<file path="src/rtl/clkdiv_pkg.sv">
// Shared types and divisor table for the multi-channel clock divider.
// Table entries hold half-period minus one, in CLKin cycles.
package clkdiv_pkg;

  localparam int DEF_SEL_W = 4;
  localparam int DEF_CNT_W = 27;

  localparam logic [DEF_CNT_W-1:0] DIV_DEFAULT = 27'd10000;
  localparam logic [DEF_CNT_W-1:0] DIV_SEL1    = 27'd1666;
  localparam logic [DEF_CNT_W-1:0] DIV_SEL2    = 27'd999;
  localparam logic [DEF_CNT_W-1:0] DIV_SEL3    = 27'd666;
  localparam logic [DEF_CNT_W-1:0] DIV_SEL4    = 27'd499;
  localparam logic [DEF_CNT_W-1:0] DIV_SEL5    = 27'd399;
  localparam logic [DEF_CNT_W-1:0] DIV_SEL6    = 27'd333;
  localparam logic [DEF_CNT_W-1:0] DIV_SEL7    = 27'd284;
  localparam logic [DEF_CNT_W-1:0] DIV_SEL8    = 27'd249;

  typedef enum logic [1:0] {
    IDLE  = 2'd0,
    RUN   = 2'd1,
    DRAIN = 2'd2
  } state_t;

  function automatic logic [DEF_CNT_W-1:0] div_lookup(input logic [DEF_SEL_W-1:0] sel);
    case (sel)
      4'd1:    return DIV_SEL1;
      4'd2:    return DIV_SEL2;
      4'd3:    return DIV_SEL3;
      4'd4:    return DIV_SEL4;
      4'd5:    return DIV_SEL5;
      4'd6:    return DIV_SEL6;
      4'd7:    return DIV_SEL7;
      4'd8:    return DIV_SEL8;
      default: return DIV_DEFAULT;
    endcase
  endfunction

endpackage

</file>
<file path="src/rtl/clkdiv_multi_n_if.sv">
// Per-channel enable/select inputs and divided-clock outputs for clkdiv_multi_n.
// CLKDIV_SYNC_EN adds the one-bit Sync phase-alignment strobe.
interface clkdiv_multi_n_if #(
  parameter int N_CH  = 4,
  parameter int SEL_W = 4
);
  logic [N_CH-1:0]       En;
  logic [N_CH*SEL_W-1:0] Sel;
`ifdef CLKDIV_SYNC_EN
  logic                  Sync;
`endif
  logic [N_CH-1:0]       Clkout;
  logic [N_CH-1:0]       Tick;
  logic [N_CH-1:0]       Busy;

`ifdef CLKDIV_SYNC_EN
  modport master (output En, Sel, Sync, input Clkout, Tick, Busy);
  modport slave  (input En, Sel, Sync, output Clkout, Tick, Busy);
`else
  modport master (output En, Sel, input Clkout, Tick, Busy);
  modport slave  (input En, Sel, output Clkout, Tick, Busy);
`endif
endinterface

</file>
<file path="src/rtl/clkdiv_channel.sv">
// One divider channel: half-period counter plus IDLE/RUN/DRAIN sequencing.
// CLKdiv_SYNC_EN-style alignment is compiled in when CLKDIV_SYNC_EN is defined.
//
//   state | meaning
//   IDLE  | output parked low, counter cleared
//   RUN   | free-running square wave, divisor reloads at each half-period end
//   DRAIN | enable dropped during high phase; finish it, then park low
module clkdiv_channel
  import clkdiv_pkg::*;
#(
  parameter int SEL_W = DEF_SEL_W,
  parameter int CNT_W = DEF_CNT_W
) (
  input  logic             clk,
  input  logic             rst_n,
  input  logic             en,
  input  logic [SEL_W-1:0] sel,
`ifdef CLKDIV_SYNC_EN
  input  logic             sync,
`endif
  output logic             clkout,
  output logic             tick,
  output logic             busy
);

  state_t           state_q, state_d;
  logic [CNT_W-1:0] cnt_q, cnt_d;
  logic [CNT_W-1:0] div_act_q, div_act_d;
  logic             clkout_q, clkout_d;
  logic             tick_q, tick_d;
  logic [CNT_W-1:0] table_val;
  logic             terminal;

  assign table_val = CNT_W'(div_lookup(DEF_SEL_W'(sel)));
  assign terminal  = (cnt_q == div_act_q);

  always_ff @(posedge clk or negedge rst_n) begin
    if (!rst_n) begin
      state_q   <= IDLE;
      cnt_q     <= '0;
      div_act_q <= CNT_W'(div_lookup('0));
      clkout_q  <= 1'b0;
      tick_q    <= 1'b0;
    end else begin
      state_q   <= state_d;
      cnt_q     <= cnt_d;
      div_act_q <= div_act_d;
      clkout_q  <= clkout_d;
      tick_q    <= tick_d;
    end
  end

  always_comb begin
    state_d   = state_q;
    cnt_d     = cnt_q;
    div_act_d = div_act_q;
    clkout_d  = clkout_q;
    case (state_q)
      IDLE: begin
        cnt_d    = '0;
        clkout_d = 1'b0;
        if (en) begin
          state_d   = RUN;
          div_act_d = table_val;
        end
      end
      RUN, DRAIN: begin
        if (terminal) begin
          cnt_d     = '0;
          clkout_d  = ~clkout_q;
          div_act_d = table_val;
        end else begin
          cnt_d = cnt_q + CNT_W'(1);
        end
        // A low phase may be cut short; a high phase always completes.
        if (en) begin
          state_d = RUN;
        end else if (!clkout_q) begin
          state_d  = IDLE;
          cnt_d    = '0;
          clkout_d = 1'b0;
        end else if (terminal) begin
          state_d = IDLE;
        end else begin
          state_d = DRAIN;
        end
      end
      default: begin
        state_d  = IDLE;
        cnt_d    = '0;
        clkout_d = 1'b0;
      end
    endcase
`ifdef CLKDIV_SYNC_EN
    if (sync && state_q != IDLE) begin
      cnt_d     = '0;
      clkout_d  = 1'b0;
      div_act_d = table_val;
      if (state_q == DRAIN || !en) state_d = IDLE;
      else                         state_d = RUN;
    end
`endif
    tick_d = clkout_d & ~clkout_q;
  end

  assign clkout = clkout_q;
  assign tick   = tick_q;
  assign busy   = (state_q != IDLE);

endmodule

</file>
<file path="src/rtl/clkdiv_multi_n.sv">
// N_CH independent programmable clock dividers sharing CLKin.
// Define CLKDIV_SYNC_EN to add the Sync input that realigns all running channels.
module clkdiv_multi_n
  import clkdiv_pkg::*;
#(
  parameter int N_CH  = 4,
  parameter int SEL_W = DEF_SEL_W,
  parameter int CNT_W = DEF_CNT_W
) (
  input  logic                   CLKin,
  input  logic                   Rst,
  clkdiv_multi_n_if.slave        bus
);

  for (genvar g = 0; g < N_CH; g++) begin : g_ch
    clkdiv_channel #(
      .SEL_W (SEL_W),
      .CNT_W (CNT_W)
    ) u_ch (
      .clk    (CLKin),
      .rst_n  (Rst),
      .en     (bus.En[g]),
      .sel    (bus.Sel[g*SEL_W +: SEL_W]),
`ifdef CLKDIV_SYNC_EN
      .sync   (bus.Sync),
`endif
      .clkout (bus.Clkout[g]),
      .tick   (bus.Tick[g]),
      .busy   (bus.Busy[g])
    );
  end

endmodule

</file>
<file path="src/flat_wrapper.sv">
// flat-port wrapper written by rule: the top's interface ports become plain ports
module clkdiv_multi_n_flat import clkdiv_pkg::*;
#(
  parameter int N_CH  = 4,
  parameter int SEL_W = DEF_SEL_W,
  parameter int CNT_W = DEF_CNT_W
)
  (CLKin, Rst, bus_En, bus_Sel, bus_Clkout, bus_Tick, bus_Busy);
  clkdiv_multi_n_if #(.N_CH(N_CH), .SEL_W(SEL_W)) bus_i ();
  input  logic CLKin;
  input  logic Rst;
  input wire logic [$bits(bus_i.En)-1:0] bus_En;
  input wire logic [$bits(bus_i.Sel)-1:0] bus_Sel;
  output wire logic [$bits(bus_i.Clkout)-1:0] bus_Clkout;
  output wire logic [$bits(bus_i.Tick)-1:0] bus_Tick;
  output wire logic [$bits(bus_i.Busy)-1:0] bus_Busy;
  assign bus_i.En = bus_En;
  assign bus_i.Sel = bus_Sel;
  assign bus_Clkout = bus_i.Clkout;
  assign bus_Tick = bus_i.Tick;
  assign bus_Busy = bus_i.Busy;
  clkdiv_multi_n #(.N_CH(N_CH), .SEL_W(SEL_W), .CNT_W(CNT_W)) u_core (.CLKin(CLKin), .Rst(Rst), .bus(bus_i));
endmodule
</file>
<file path="config.mk">
export PLATFORM = sky130hd
export DESIGN_NAME = clkdiv_multi_n_flat
export DESIGN_NICKNAME = d
export VERILOG_FILES = /design/src/rtl/clkdiv_pkg.sv /design/src/rtl/clkdiv_multi_n_if.sv /design/src/rtl/clkdiv_channel.sv /design/src/rtl/clkdiv_multi_n.sv /design/src/flat_wrapper.sv
export SDC_FILE = /design/constraint.sdc
export NUM_CORES = 1
export LEC_CHECK = 0
export ABC_AREA = 1
export CORE_MARGIN = 8
export CORE_UTILIZATION = 28
export CTS_BUF_LIST = sky130_fd_sc_hd__clkbuf_2 sky130_fd_sc_hd__clkbuf_4 sky130_fd_sc_hd__clkbuf_8
export CTS_CLUSTER_SIZE = 25
export DETAILED_ROUTE_END_ITERATION = 10
export HOLD_SLACK_MARGIN = 0.08
export PLACE_DENSITY = 0.41
export SYNTH_ARGS = -nofsm -noshare
export SYNTH_HDL_FRONTEND = slang
export SYNTH_SLANG_ARGS = --single-unit
export TNS_END_PERCENT = 20
</file>
<file path="constraint.sdc">
create_clock -name CLKin -period 1.7 [get_ports CLKin]
set_input_delay 0.34 -clock CLKin [delete_from_list [all_inputs] [get_ports CLKin]]
set_output_delay 0.34 -clock CLKin [all_outputs]
set_load 0.03 [all_outputs]
</file>
## Word level (Yosys, flattened, before mapping)

Memories as Yosys holds them, arrays and structs flattened.
Index checks and enable logic that the tools add are counted.

- Bitwise operators: 8
- Mux-type cells: 64
- Equal/unequal tests: 20
- Add/sub/neg operators: 4
- Reduce and logical (&&, ||, !) cells: 20

Operators with widths:

| kind | count |
|---|---|
| 27-bit 2-to-1 mux | 24 |
| 27-bit one-hot mux with 2 select lines | 4 |
| 27-bit by 1-bit adder with 27-bit output (second input constant) | 4 |
| 27-bit == test | 4 |
| 2-bit 2-to-1 mux | 16 |
| 1-bit 2-to-1 mux | 16 |
| 2-bit != test (second input constant) | 8 |
| 2-bit one-hot mux with 2 select lines | 4 |
| 2-bit nonzero test | 8 |
| 3-bit AND reduction | 4 |
| 2-bit by 1-bit == test with 1-bit output (second input constant) | 4 |
| 2-bit == test (second input constant) | 4 |
| 2-bit logical NOT | 4 |
| 2-bit OR reduction | 4 |
| 1-bit bitwise AND | 4 |
| 1-bit NOT | 4 |

- ROM bits: 768
- Word-level logic and storage cells: 140
- Input port bits: 22
- Output and inout port bits: 12
- Register bits: 232
- Memories: 4

Memories:

| name | depth | width | rd ports | clocked after memory_dff | wr ports | line | source |
|---|---|---|---|---|---|---|---|
| (no name shown) | 16 | 12 | 1 | 0 | 0 | clkdiv_pkg.sv:25 | `case (sel)` |
| (no name shown) | 16 | 12 | 1 | 0 | 0 | clkdiv_pkg.sv:25 |  |
| (no name shown) | 16 | 12 | 1 | 0 | 0 | clkdiv_pkg.sv:25 |  |
| (no name shown) | 16 | 12 | 1 | 0 | 0 | clkdiv_pkg.sv:25 |  |

## Depth between registers and ports, before layout

- Depth after elaboration: 6
- Gate-level depth with buffers: 13
- Mapped depth without buffers: 11

## Hierarchy

A second synthesis with hierarchy kept.

- Cells, all modules: 1566
- Area, all modules: 10904.2 um^2

By module, submodules not included:

| module | seq. area each (um^2) | area an instance (um^2) | cells each | times used |
|---|---|---|---|---|
| clkdiv_channel at u_core.g_ch[3].u_ch | 1082.3 | 2757.6 | 405 | 1 |
| clkdiv_channel at u_core.g_ch[0].u_ch | 1082.3 | 2736.4 | 391 | 1 |
| clkdiv_channel at u_core.g_ch[2].u_ch | 1082.3 | 2721.4 | 390 | 1 |
| clkdiv_channel at u_core.g_ch[1].u_ch | 1082.3 | 2688.8 | 380 | 1 |

## Least setup slack after synthesis

OpenSTA, ideal clock, no wires.

- Path kind: reg-to-reg
- From: reg u_core.g_ch[0].u_ch.state_q[0]
- To: reg u_core.g_ch[0].u_ch.div_act_q[2]
- Path buffers: 1
- Data required time: 1.634 ns
- Data arrival time: 1.596 ns
- Setup time: 0.066 ns
- Stages on the path, launching flop included: 8
- Slack: 0.038 ns
- Period minus slack after synthesis: 1.662 ns
- Cells stage by stage: dfrtp_1 inv_1 ha_1 inv_1 a21oi_1 clkbuf_1 nand3_1 nand2_1

- Longest elaborated chain between the ends: 4
- Elaborated cells between the ends (all ways): 9
- Classes of those cells: eq/ne: 4; mux: 1; reduce/logical: 4

Ends and longest elaborated chain:

| what | line | source |
|---|---|---|
| start: declaration | clkdiv_channel.sv:26 | `state_t state_q, state_d;` |
| start signal: assignment | clkdiv_channel.sv:45 | `state_q <= state_d;` |
| 2-bit by 1-bit == test with 1-bit output / 2-bit == test (equally long branches) | clkdiv_channel.sv:58 | `case (state_q)` |
| 2-bit OR reduction | clkdiv_channel.sv:58 |  |
| 2-bit != test (no line) / 2-bit nonzero test (equally long branches) | -- |  |
| 3-bit AND reduction (no line) | -- |  |
| end signal: assignment | clkdiv_channel.sv:41 | `div_act_q <= CNT_W'(div_lookup('0));` |
| end signal: assignment | clkdiv_channel.sv:47 | `div_act_q <= div_act_d;` |
| end: declaration | clkdiv_channel.sv:28 | `logic [CNT_W-1:0] div_act_q, div_act_d;` |

Several ways; a longest one is shown, not always the timed one.
A chain may end at the register's enable or synchronous reset.

## Worst setup path after layout

- From: reg u_core.g_ch[3].u_ch.div_act_q[8]
- To: reg u_core.g_ch[3].u_ch.tick_q

- Longest elaborated chain between the ends: 6

Ends and longest elaborated chain:

| what | line | source |
|---|---|---|
| start: declaration | clkdiv_channel.sv:28 |  |
| start signal: assignment | clkdiv_channel.sv:41 |  |
| start signal: assignment | clkdiv_channel.sv:47 |  |
| 27-bit == test * | clkdiv_channel.sv:35 | `assign terminal = (cnt_q == div_act_q);` |
| 1-bit 2-to-1 mux * | clkdiv_channel.sv:68 | `if (terminal) begin` |
| 1-bit 2-to-1 mux | clkdiv_channel.sv:78 | `end else if (!clkout_q) begin` |
| 1-bit 2-to-1 mux * | clkdiv_channel.sv:76 | `if (en) begin` |
| 1-bit 2-to-1 mux * | clkdiv_channel.sv:58 |  |
| 1-bit bitwise AND * | clkdiv_channel.sv:103 | `tick_d = clkout_d & ~clkout_q;` |
| via u_core.g_ch[3].u_ch.tick_d | clkdiv_channel.sv:30 | `logic tick_q, tick_d;` |
| end signal: assignment | clkdiv_channel.sv:49 | `tick_q <= tick_d;` |
| end: declaration | clkdiv_channel.sv:30 |  |

The timed path passes the listed nets; every way through them passes the cells marked *.

==> reports/results.tsv <==
metric	value	unit
fillers	4186	
grt_pass1_vias	10500	
clock_skew	19.9	ps
drc	0	
async_flop_share	100	%
drtIter0Drc	593	
start_util	28.5	%
critical_path_buf_inv_count	1	
drive_gt1_share	24.5	%
drv_slew	0	
dp.cells	2368	
vias_per_cell	4.39	
hp-class	input port to async pin	
power-per-cell-area	912	nW/um2
wire_per_inst	12.8	um
most-common-layout-cells	nand2_1, nor2_1, buf_4, inv_1, dfrtp_1	
startpoint_type	flop	
area_growth	34.6	%
grt_usage	13.3	%
finalHoldViolCount	0	
rrSetupSlack	-20	ps
p_total	13.6	mW
dp_hpwl	23400	um
arrival	2140	ps
p_sw_share	37.3	%
placed_cell_area	13600	um2
reg2reg_depth	10	
h-tree-depth	4	
synth.cell_area	11100	um2
synth_cell_types	35	
worst_pin_slew	400	ps
pre_cts_ws	-93.3	ps
fin_crit_sh	101	%
cts-root-buf	clkbuf_8	
grt_pass1_wl	51400	um
synth_top_area_cell	dfrtp_1	
cp_slowest_cell	dfstp_2	
clkLatencyLatePin	500	ps
crit_family	simple AND/OR/NAND/NOR gates	
setup_viol	5	
io_pins	34	
fin_nets	1948	
power_switching	5.06	mW
grt_max_degree	40	
grt_overflow	0	
cellLeakagePower	7.15	nW
combPwrFrac	38.3	%
synth-warning-count	0	
dieArea	46100	um2
clockBufferDepth	2	
status	finished with violations	
internal_power	8.50	mW
setup_slack	-15.5	ps
core_area	38800	um2
crit_fanout	3	
tritoncts	yes	
post-route-util	38.3	%
fin_crit	1720	ps
rows	72	
ys_ff_latch	172	
antenna_found_initial	0	
ys_seq_area_share	39.2	%
vias	10600	
timing.setup.tns	-30.3	ps
final_cells	2426	
slew_headroom	73.3	%
sequentialPowerShare	39.0	%
numCtsBuffers	17	
path_cells	nand2_2 > inv_2 > nor2_1 > nor2_1 > nand2_1 > nor2_2 > nand2_2 > ha_4 > nand3b_1 > a21oi_2	
die_x	215	um
place_congestion	0.834	
r2r-start	u_core.g_ch[3].u_ch.div_act_q[8]	
path_class	flop to flop	
timing.rr.end	u_core.g_ch[3].u_ch.tick	
final_area	14900	um2
synth_cells	1634	
violations	negative setup slack	
rsz0062_at_grt	true	
antenna_left	0	
ys.flop_type	dfrtp_1	
port_buffers	33	
max-cap-violations	0	
synth_edf_count	0	
max_stage_delay	570	ps
vdd.ir_drop.worst	0.493	mV
synth_top_area_share	34.4	%
synth_nets	1688	
synth_area_leaders	dfrtp_1, nand2_1, nor2_1	
final_common_cell	nand2_1	
drt-total-wl	31100	um
cp.required	2120	ps
synth_area_per_cell	6.77	um2
die_h	215	um
fmax	0.583	GHz
clkPwrFrac	22.7	%
cts_sinks	172	
whs	354	ps
drt_first_pass_iters	5	
worst_setup_path_end_kind	flop	
path_clk_slew	110	ps
==> routing by layer <==
| metal | routed length [um] | vias to the layer above | global-route usage, % |
|---|---|---|---|
| met5 | 0 | - | 0 |
| met2 | 14500 | 127 | 22.1 |
| li1 | - | 5596 | - |
| met1 | 15500 | 4902 | 17.9 |
| met4 | 333 | 0 | 2.95 |
| met3 | 838 | 20 | 2.16 |
==> state kept, by name (all words and copies together), names as in the netlist <==
name / cells
u_core.g_ch.u_ch.clkout: 4
u_core.g_ch.u_ch.div_act_q: 48
u_core.g_ch.u_ch.state_q: 8
u_core.g_ch.u_ch.cnt_q: 108
u_core.g_ch.u_ch.tick: 4
==> worst max-delay path by stage <==
stage	cells past startpoint	endpoint	slack (ps)	start
2_1_floorplan	7	u_core.g_ch[0].u_ch.div_act_q[2]	40	u_core.g_ch[0].u_ch.state_q[0]
3_5_place_dp	9	u_core.g_ch[3].u_ch.tick	-90	u_core.g_ch[3].u_ch.cnt_q[21]
5_1_grt	10	u_core.g_ch[3].u_ch.tick	-150	u_core.g_ch[3].u_ch.div_act_q[8]
4_1_cts	10	u_core.g_ch[3].u_ch.tick	-60	u_core.g_ch[3].u_ch.div_act_q[13]
3_3_place_gp	9	u_core.g_ch[0].u_ch.cnt_q[24]	-80	u_core.g_ch[0].u_ch.cnt_q[0]
6_report	10	u_core.g_ch[3].u_ch.tick	-20	u_core.g_ch[3].u_ch.div_act_q[8]
==> power by group through the flow <==
stage	clock [mW]	sequential [mW]	combinational, mW
after floorplan	0	5.21	2.71
after global routing	3.37	5.37	5.84
after CTS	3.24	5.27	4.51
after detailed placement	0	5.34	4.34
after global placement	0	5.33	4.33
final	3.08	5.28	5.20
==> timing repair <==
| item | in CTS | in global routing |
|---|---|---|
| hold buffers | 1 | 0 |
| pin swaps | 3 | 68 |
| gates cloned | 0 | 8 |
| gates resized for setup | 43 | 136 |
| hold endpoints to repair | 31 | 0 |
| buffers inserted | 10 | 7 |
| endpoints found under the setup margin | 62 | 158 |
==> cell families after synthesis <==
group,after synthesis,share of synthesized area (%)
flip-flops,172,39.2
buffers and inverters,259,9.89
AO/OA/AOI/OAI,78,4.02
AND/OR/NAND/NOR,1048,39.7
XOR/XNOR,45,3.56
adder cells (fa/ha/maj),32,3.62
==> cell type report <==
| class | count | area [um2] | area share, % |
|---|---|---|---|
| inverter | 225 | 847 | 5.69 |
| sequential | 172 | 4340 | 29.1 |
| multi-input combinational | 1205 | 6250 | 42.0 |
| timing repair buffer | 273 | 2400 | 16.1 |
| clock inverter | 12 | 139 | 0.933 |
| antenna | 1 | 2.50 | 0.0168 |
| tap | 518 | 648 | 4.36 |
| clock buffer | 20 | 256 | 1.72 |
==> synth_stat cells, types with 3 or more instances <==
master / n
xnor2_1: 14
o31ai_1: 8
nor3_1: 54
nand4_1: 15
dfrtp_1: 152
nand2_4: 6
buf_4: 21
buf_6: 5
inv_2: 10
buf_2: 3
nand3b_1: 6
a21oi_1: 17
o21ai_0: 37
clkbuf_1: 4
o32ai_1: 4
nand2_1: 509
nor2_2: 13
nor2_1: 288
ha_1: 32
xor2_1: 31
nor2_4: 3
nand2_2: 8
nand3_1: 137
nand3_2: 3
inv_1: 215
o22ai_1: 7
dfstp_2: 20
Note: power is estimated with default switching activity, not from simulation.
